## config.mk

```make
export PLATFORM = sky130hd
export DESIGN_NAME = ascon_permutation_core
export DESIGN_NICKNAME = d
export VERILOG_FILES = /design/src/rtl/ascon_permutation_core.sv
export SDC_FILE = /design/constraint.sdc
export NUM_CORES = 1
export LEC_CHECK = 0
export ABC_AREA = 1
export CAP_MARGIN = 20
export CORE_ASPECT_RATIO = 0.8
export CORE_MARGIN = 2
export CORE_UTILIZATION = 25
export DETAILED_ROUTE_END_ITERATION = 10
export PLACE_DENSITY = 0.44
export SYNTH_ARGS = -nofsm -noshare
export SYNTH_HDL_FRONTEND = slang
export SYNTH_SLANG_ARGS = --single-unit
```

## constraint.sdc

```tcl
create_clock -name clk_i -period 3.8 [get_ports clk_i]
set_clock_uncertainty 0.05 [all_clocks]
set_input_delay 0.76 -clock clk_i [delete_from_list [all_inputs] [get_ports clk_i]]
set_output_delay 0.76 -clock clk_i [all_outputs]
set_load 0.01 [all_outputs]
```

## src/rtl/ascon_permutation_core.sv

```systemverilog
// ascon_permutation_core
//
// Iterative Ascon-p[nr] permutation engine. A 320-bit state and a round
// count are captured on an accepted start. The engine then applies one
// round per clock until the round with index 15 has been applied. Each
// round does constant addition, the 5-bit S-box layer and linear diffusion.
//
// Optional build macro:
//   ASCON_PERM_UNROLL2_EN - apply two rounds (rnd, rnd+1) per RUN cycle.
//                           For odd nr the first RUN cycle applies a
//                           single round, so the last pair ends on rnd=15.
//
// Ports:
//   clk_i    in   clock, rising edge
//   rst_ni   in   asynchronous active-low reset
//   start_i  in   permutation request, sampled only when idle
//   nr_i     in   round count; 0 gives an immediate done, >16 clamps to 16
//   state_i  in   input state, captured on the accepting edge
//   state_o  out  working / result state register
//   rnd_o    out  round index applied this cycle; 0 when idle
//   busy_o   out  high while rounds execute
//   done_o   out  one-cycle pulse; the result is valid on state_o

package ascon_pkg;
    // Word 0 (bits 63:0) is x0.
    typedef logic [4:0][63:0] ascon_state_t;
    typedef logic [3:0]       rnd_t;
endpackage

module ascon_permutation_core
    import ascon_pkg::*;
(
    input  logic         clk_i,
    input  logic         rst_ni,
    input  logic         start_i,
    input  logic [4:0]   nr_i,
    input  ascon_state_t state_i,
    output ascon_state_t state_o,
    output rnd_t         rnd_o,
    output logic         busy_o,
    output logic         done_o
);

    typedef enum logic {IDLE, RUN} fsm_e;

    fsm_e         fsm_q, fsm_d;
    ascon_state_t state_q, state_d;
    rnd_t         rnd_q, rnd_d;
    logic         done_q, done_d;
    logic [4:0]   nr_eff;
    logic [4:0]   rnd_full;
    rnd_t         rnd_start;

    function automatic logic [63:0] rotr(input logic [63:0] x, input int unsigned n);
        return (x >> n) | (x << (64 - n));
    endfunction

    function automatic ascon_state_t ascon_round(input ascon_state_t s, input rnd_t r);
        logic [63:0] x0, x1, x2, x3, x4;
        logic [63:0] t0, t1, t2, t3, t4;
        logic [7:0]  rc;
        // Constant for index r: high nibble (3-r) mod 16, low nibble (12+r) mod 16,
        // giving 0x3c, 0x2d, ..., 0xf0 (r=4), ..., 0x4b (r=15).
        rc = {4'd3 - r, 4'd12 + r};
        x0 = s[0];
        x1 = s[1];
        x2 = s[2] ^ {56'd0, rc};
        x3 = s[3];
        x4 = s[4];
        // Bit-sliced S-box
        x0 = x0 ^ x4;
        x4 = x4 ^ x3;
        x2 = x2 ^ x1;
        t0 = ~x0 & x1;
        t1 = ~x1 & x2;
        t2 = ~x2 & x3;
        t3 = ~x3 & x4;
        t4 = ~x4 & x0;
        x0 = x0 ^ t1;
        x1 = x1 ^ t2;
        x2 = x2 ^ t3;
        x3 = x3 ^ t4;
        x4 = x4 ^ t0;
        x1 = x1 ^ x0;
        x0 = x0 ^ x4;
        x3 = x3 ^ x2;
        x2 = ~x2;
        // Linear diffusion
        x0 = x0 ^ rotr(x0, 19) ^ rotr(x0, 28);
        x1 = x1 ^ rotr(x1, 61) ^ rotr(x1, 39);
        x2 = x2 ^ rotr(x2, 1)  ^ rotr(x2, 6);
        x3 = x3 ^ rotr(x3, 10) ^ rotr(x3, 17);
        x4 = x4 ^ rotr(x4, 7)  ^ rotr(x4, 41);
        return {x4, x3, x2, x1, x0};
    endfunction

    assign nr_eff    = (nr_i > 5'd16) ? 5'd16 : nr_i;
    assign rnd_full  = 5'd16 - nr_eff;
    assign rnd_start = rnd_full[3:0];

    always_comb begin
        fsm_d   = fsm_q;
        state_d = state_q;
        rnd_d   = rnd_q;
        done_d  = 1'b0;
        case (fsm_q)
            IDLE: begin
                if (start_i) begin
                    state_d = state_i;
                    rnd_d   = rnd_start;
                    if (nr_eff == 5'd0) begin
                        done_d = 1'b1;
                    end else begin
                        fsm_d = RUN;
                    end
                end
            end
            RUN: begin
`ifdef ASCON_PERM_UNROLL2_EN
                // An odd index can only occur on the first cycle of an odd-nr
                // permutation; it gets a single round to align the pairs.
                if (rnd_q[0]) begin
                    state_d = ascon_round(state_q, rnd_q);
                    rnd_d   = rnd_q + 4'd1;
                    if (rnd_q == 4'd15) begin
                        fsm_d  = IDLE;
                        done_d = 1'b1;
                    end
                end else begin
                    state_d = ascon_round(ascon_round(state_q, rnd_q), rnd_q + 4'd1);
                    rnd_d   = rnd_q + 4'd2;
                    if (rnd_q == 4'd14) begin
                        fsm_d  = IDLE;
                        done_d = 1'b1;
                    end
                end
`else
                state_d = ascon_round(state_q, rnd_q);
                rnd_d   = rnd_q + 4'd1;
                if (rnd_q == 4'd15) begin
                    fsm_d  = IDLE;
                    done_d = 1'b1;
                end
`endif
            end
            default: fsm_d = IDLE;
        endcase
    end

    always_ff @(posedge clk_i or negedge rst_ni) begin
        if (!rst_ni) begin
            fsm_q   <= IDLE;
            state_q <= '0;
            rnd_q   <= '0;
            done_q  <= 1'b0;
        end else begin
            fsm_q   <= fsm_d;
            state_q <= state_d;
            rnd_q   <= rnd_d;
            done_q  <= done_d;
        end
    end

    assign state_o = state_q;
    assign busy_o  = (fsm_q == RUN);
    assign rnd_o   = busy_o ? rnd_q : '0;
    assign done_o  = done_q;

endmodule

```

==> results.txt, run 1 <==
The run finished with clean final reports. The clock transition at the registers of the reported paths came out at 0.06 ns. The post-synthesis cell type count is 31. The highest clock rate came out at around 280 MHz. The kind of critical path is register to register. The routed wirelength normalized by instance count came out at roughly 32 um.

The floorplan step set the die width to about 420 um. For this block, the routed nets add up to roughly 280,000 um of wire. Once the clock tree was built, the setup fixing pass inserted 0 buffers. The initial antenna violation count is 46. The final-layout setup total negative slack is 0 ns.

Setup repair after global routing left no endpoint under its margin. The count of endpoints failing hold in the final timing report is 0. The post-synthesis net count came out at around 6.6k. The total standard cell area after synthesis is between 30,000 and 40,000 um2. The clock period could shrink to between 3 and 4 ns. The critical-path maximum fanout came out at 7. The chip height is roughly 340 um. Dividing the detail-routed via count by the number of cells gives roughly 5. The headroom to the max-slew limit is 15.70%. In the layout the commonest cells are nand2_1 (3,253), nand3_1 (675), clkdlybuf4s50_1 (651). The clock tree synthesis step divided the H-tree into 2 levels. The global routing usage summed across all routing layers came out at between 30% and 40%. The mean instance size in the synthesized netlist came out at around 5.8 um2.

The clock tree from TritonCTS is done. The count of cells resized by post-cts repair came out at 0. The number of hold-repair buffers added at the cts stage came out at 0.

The worst-skew pair later-pin latency came out at between 0.6 and 0.7 ns. The detailed router placed around 46k vias in this run. In the synthesized netlist, the number of instances is about 6.1k. After the last flow step, the layout net total stands at around 7.4k. Setup violations remaining at the end of the flow were counted as 0. Clock tree synthesis selected as its root buffer the cell clkbuf_16.

The max-capacitance violation count came out at 0. The total clock buffers created by CTS is 46. The share of layout cells above drive strength 1 came out at 6.531%. The total overflow reported by the global router is 0. The synthesized design contains approximately 330 register bits.

At the worst endpoint, the required time is between 4 and 5 ns. In the routed design, unresolved DRC markers number 0. The number of I/O pins came out at roughly 650. The startpoint class of the critical path is a register.

The number of design-rule violations left by the first detailed-router iteration came out at 5,571. The core region is roughly 140,000 um2. The largest stage delay on the critical path came out at roughly 0.74 ns. Compared with the post-synthesis result, the final layout area differs by 35.00%. Yosys printed 0 warnings.

The routability congestion estimate is 1.090. The sequential fraction of the synthesis area is between 20% and 30%. The class of the tightest hold or removal check is input pin to asynchronous set/reset pin. The area enclosed by the die boundary came out at 144,300 um2. The number of input and output port buffers inserted came out at roughly 650. The wire length of the first global-routing pass is between 300,000 and 400,000 um.

The count of TritonRoute iterations in the first routing pass came out at 7. The final clock period utilization by the worst path came out at a little over nine tenths. The residual antenna-violating net count after detailed routing came out at 0.

The number of global-route vias before repair is between 40k and 50k. The maximum number of pins on one net before global-route repair is 170. The data arrival time of the critical path came out at just over 4 ns. The slowest cell on the critical path is xor2_1. The critical path goes through inv_1, ha_1, xnor2_2, xor2_1, nand2_1, nand3_1, nand3_1, nand2_1, o21ai_0. The worst setup path is captured at a register. Counting every sink on the clock net gives between 300 and 400. The total number of placement rows is ~120. The number of max-slew violations in the final report came to 0. The slew at the pin closest to its max-slew limit is approximately 1.3 ns.

The post-DP HPWL came out at about 240,000 um. The library cell used most frequently in the layout, excluding fill and tap cells, is nand2_1. The starting utilization of the core area came out at about 25%. The buffer levels on the longest clock path is 3.
## per-stage QoR
step | instances | util, % | hold slack [ns] | area (um2) | worst slack, ns
final | 8866 | 33.96 | 0.1637 | 47670 | 0.1677
after global routing | 8842 | 33.92 | 0.1883 | 47610 | 0.1928
after CTS | 8841 | 33.91 | 0.1571 | 47600 | 0.3397
after detailed placement | 8756 | 32.75 | 0.4648 | 45960 | 0.3402
after global placement | 8755 | 32.74 | 0.4587 | 45960 | 0.3063
after floorplan | 6097 | - | 0.4144 | 35310 | 1.491
## cells in the mapped netlist
library cell  number  share of area, %
nand2_1         3253                35
nand3_1          675               9.6
inv_1            509               5.4
dfrtp_1          326                23
xor2_1           232               5.8
o21ai_0          207               2.9
nor2_1           176               1.9
xnor2_1          170               4.2
ha_1             131               4.6
a21oi_1          128               1.8
clkbuf_1         104               1.1
xnor2_2           32               1.5
o22ai_1           31              0.55
xor2_2            29               1.3
buf_2             25              0.35
nand2_2           15              0.27
buf_1             12              0.13
inv_2              9             0.096
o21ai_1            9              0.13
o21bai_1           6              0.13
xor2_4             3              0.23
nand3b_1           2             0.043
nand4_1            2             0.035
nor3_1             2             0.028
o211ai_1           2             0.043
o21ai_2            2             0.050
buf_4              1             0.021
clkinv_1           1             0.011
nor2_4             1             0.032
o221ai_1           1             0.025
o41ai_1            1             0.025
## registers in the layout (all words and copies together), names as in the netlist
| register | flops |
|---|---|
| busy_o | 1 |
| rnd_q | 4 |
| done_o | 1 |
| state_o | 320 |
## worst max-delay path: cells and delay by family, from the launching register on
family                   cells  cell delay [ns]
adder cells (fa/ha/maj)      1             0.33
AND/OR/NAND/NOR              4             1.13
XOR/XNOR                     2             1.34
buffers and inverters        1             0.08
AO/OA/AOI/OAI                1             0.09
flip-flops                   1             0.52
## cells by family (layout without fill, tap and decap cells)
group,count (synthesis),in the layout,share of synthesized area [%]
other,0,24,0
AOI/OAI and AO/OA,387,387,5.694
and+or+nand+nor,4126,4126,46.42
adders and majority gates,131,131,4.642
DFF,326,326,23.10
buffers and inverters,661,1531,7.126
xor gates and xnor gates,466,466,13.01
## per-layer routing
metal / part of all wire, % / GRT usage, % / up-vias
li1: - / - / 20710
met1: 44 / 52.27 / 22080
met2: 40 / 53.74 / 2414
met3: 11 / 11.03 / 414
met4: 4.9 / 16.09 / 20
met5: 0.047 / 0 / -
## worst paths after layout
path / start / to / slack [ns] / cells after the start
worst min register to register: state_o[247] / state_o[247] / 0.48 / 2
max in group asynchronous: rst_ni / state_o[163] / 2.60 / 2
worst max register to register: state_o[126] / state_o[254] / 0.17 / 9
worst min-delay path: rst_ni / state_o[173] / 0.16 / 1
worst max-delay path: state_o[126] / state_o[254] / 0.17 / 9
min in group clk_i: state_o[247] / state_o[247] / 0.48 / 2
## cell type report
type / count / area (um2)
Antenna cell: 24 / 60.06
Clock buffer: 65 / 1344
Clock inverter: 20 / 290.3
Fill cell: 15640 / 92690
Inverter: 519 / 1956
Multi-Input combinational cell: 5110 / 24690
Sequential cell: 326 / 8162
Tap cell: 1875 / 2346
Timing Repair Buffer: 927 / 8820
Power of run 1 is not shown: default switching activity piles up to over one toggle a cycle in this logic, so the estimate is an artifact.
==> inputs of run 2 (changes only) <==
- RECOVER_POWER: not set -> 25
==> results.txt, run 2 (synthesis gave the netlist of run 1 again) <==
The total number of placement rows came out at 123 (unchanged). The number of H-tree levels is 2 (unchanged). The critical-path maximum fanout came out at 7 (unchanged). The buffer levels on the longest clock path is 3 (unchanged).

Setup repair after global routing left no endpoint under its margin. The worst setup path is captured at a register. The post-DP HPWL is 241,200 um (unchanged). TritonCTS built the clock tree. The number of max-slew violations in the final report is 69 (+69). The routed wirelength normalized by instance count is 31.68 um (about the same). The clock transition at the registers of the reported paths came out at 0.06 ns (about the same). The number of hold-repair buffers added at the cts stage is 0 (unchanged). The reg2reg setup slack came out at 0.17 ns (about the same). In this run the most critical hold path is launched from state_o[247]. The maximum number of pins on one net before global-route repair was 170 (unchanged). The final setup violation count is 0 (unchanged). The total routed wirelength came out at 281,100 um (about the same). The synthesis-to-finish area growth was 34.90% (about the same). The count of TritonRoute iterations in the first routing pass came out at 8 (+1).

The flip-flop count of the largest register after layout is 320 (unchanged). The run finished, with violations left. The number of setup buffers added after CTS came out at 0 (unchanged). The class of the tightest hold or removal check is register to register. The library cell used most frequently in the layout, excluding fill and tap cells, is nand2_1.

The share of layout cells above drive strength 1 is 6.473% (-0.057 points). The layer flagged by global routing as most heavily used is met2. The met1 usage in global routing came to 52.27% (unchanged).

The core region area is 140,400 um2 (unchanged). The highest clock rate is 275.2 MHz (about the same). The initial antenna violation count is 46 (unchanged). The floorplan die width is 424.2 um (unchanged). The chip height came out at 340.2 um (unchanged).

Leaving out fill and tap cells, the most frequent cells in the layout are nand2_1 (3,253), nand3_1 (675), clkdlybuf4s50_1 (651). The final reports fail on max-capacitance violations, max-slew violations. In this run the critical register-to-register path is launched from state_o[126].

Along the worst hold path, the cell count comes to 2. The via density per instance came out at 5.145 (about the same). CTS placed an instance of clkbuf_16 at the clock tree root. The number of sinks on the clock net is 326 (unchanged).

The met3 global-route usage is 11.03% (unchanged). The count of cells resized by post-cts repair is 0 (unchanged). For hold timing, the worst endpoint is state_o[247]. The number of design-rule violations left by the first detailed-router iteration is 5,494 (-1.4%). The count of endpoints failing hold in the final timing report is 0 (unchanged).

The starting utilization of the core area came out at 25.16% (unchanged). The remaining design rule violation count is 0 (unchanged). The critical path data required time came out at 4.30 ns (about the same).

The final clock period utilization by the worst path is 95.62% (about the same). The time the final worst path needs with I/O delays and setup was 3.633 ns (+0.001196 ns). The number of input and output port buffers inserted is 653 (unchanged).

The residual antenna-violating net count after detailed routing came to 0 (unchanged). The total overflow reported by the global router was 0 (unchanged). The number of global-route vias before repair is 40.80k (unchanged). The area enclosed by the die boundary is 144,300 um2 (unchanged). The kind of critical path is register to register.

The wire length of the first global-routing pass is 365,800 um (unchanged). The routability congestion estimate is 1.090 (unchanged). The max-capacitance violation count was 1 (+1). The slew at the pin closest to its max-slew limit is 3.003 ns (+1.751 ns). The met2 usage came out at 53.74% (unchanged). The number of cell instances on the worst register-to-register path was 9 (unchanged).

The capture instance of the worst register-to-register path is state_o[254]. The headroom to the max-slew limit came out at -100.2% (-120 points). The global routing usage summed across all routing layers came to 37.66% (unchanged). The worst setup path is launched from a register. The worst-skew pair later-pin latency is 0.68 ns (about the same). The post-layout net count came out at 7,389 (unchanged). The data arrival time of the critical path came out at 4.13 ns (about the same). The final-layout setup total negative slack came out at 0 ns (unchanged). The number of I/O pins was 654 (unchanged). The total via count in the routed design came to 45.65k (+0.033%). The total clock buffers created by CTS is 46 (unchanged).
[run 2: changes by cell type in the layout (fill, tap and decap cells not counted), sizes merged]
cell    delta
buf        -6
clkbuf     +6
diode      +7
[run 2: critical path, stage by stage, from the launching register on]
cell	delay, ns
dfrtp_1	0.52
inv_1	0.08
ha_1	0.33
xnor2_2	0.57
xor2_1	0.79
nand2_1	0.44
nand3_1	0.20
nand3_1	0.30
nand2_1	0.17
o21ai_0	0.09
[run 2: stage by stage]
stage	hold WS, ns	utilization (%)	cell area (um2)	setup slack, ns	instances
2_1_floorplan	0.4144	-	35310	1.491	6097
3_3_place_gp	0.4587	32.74	45960	0.3063	8755
3_5_place_dp	0.4648	32.75	45960	0.3402	8756
4_1_cts	0.1571	33.91	47600	0.3397	8841
5_1_grt	0.5067	33.88	47560	0.1384	8842
6_report	0.4832	33.94	47630	0.1666	8873
[run 2: layer usage]
metal	up-vias	part of all wire (%)
met5	-	0.050
met4	20	4.9
met3	404	11
met2	2388	41
met1	22120	44
li1	20720	-
[run 2: area by class of cell]
type / instances / area (um2)
multi-input combinational: 5110 / 24690
timing repair buffer: 927 / 8767
clock inverter: 20 / 290.3
sequential: 326 / 8162
antenna: 31 / 77.57
inverter: 519 / 1956
fill: 15650 / 92720
clock buffer: 65 / 1344
tap: 1875 / 2346
[run 2: how the worst max path moves through the flow]
stage                             from      endpoint  slack [ns]  cells after the start
after CTS                 state_o[126]  state_o[254]        0.34                      9
after global routing            rst_ni  state_o[196]        0.14                      2
after global placement    state_o[126]  state_o[254]        0.31                      9
after detailed placement  state_o[126]  state_o[254]        0.34                      9
after floorplan               rnd_q[2]  state_o[253]        1.49                     13
final                     state_o[126]  state_o[254]        0.17                      9
Power of run 2 is left out for the same reason.
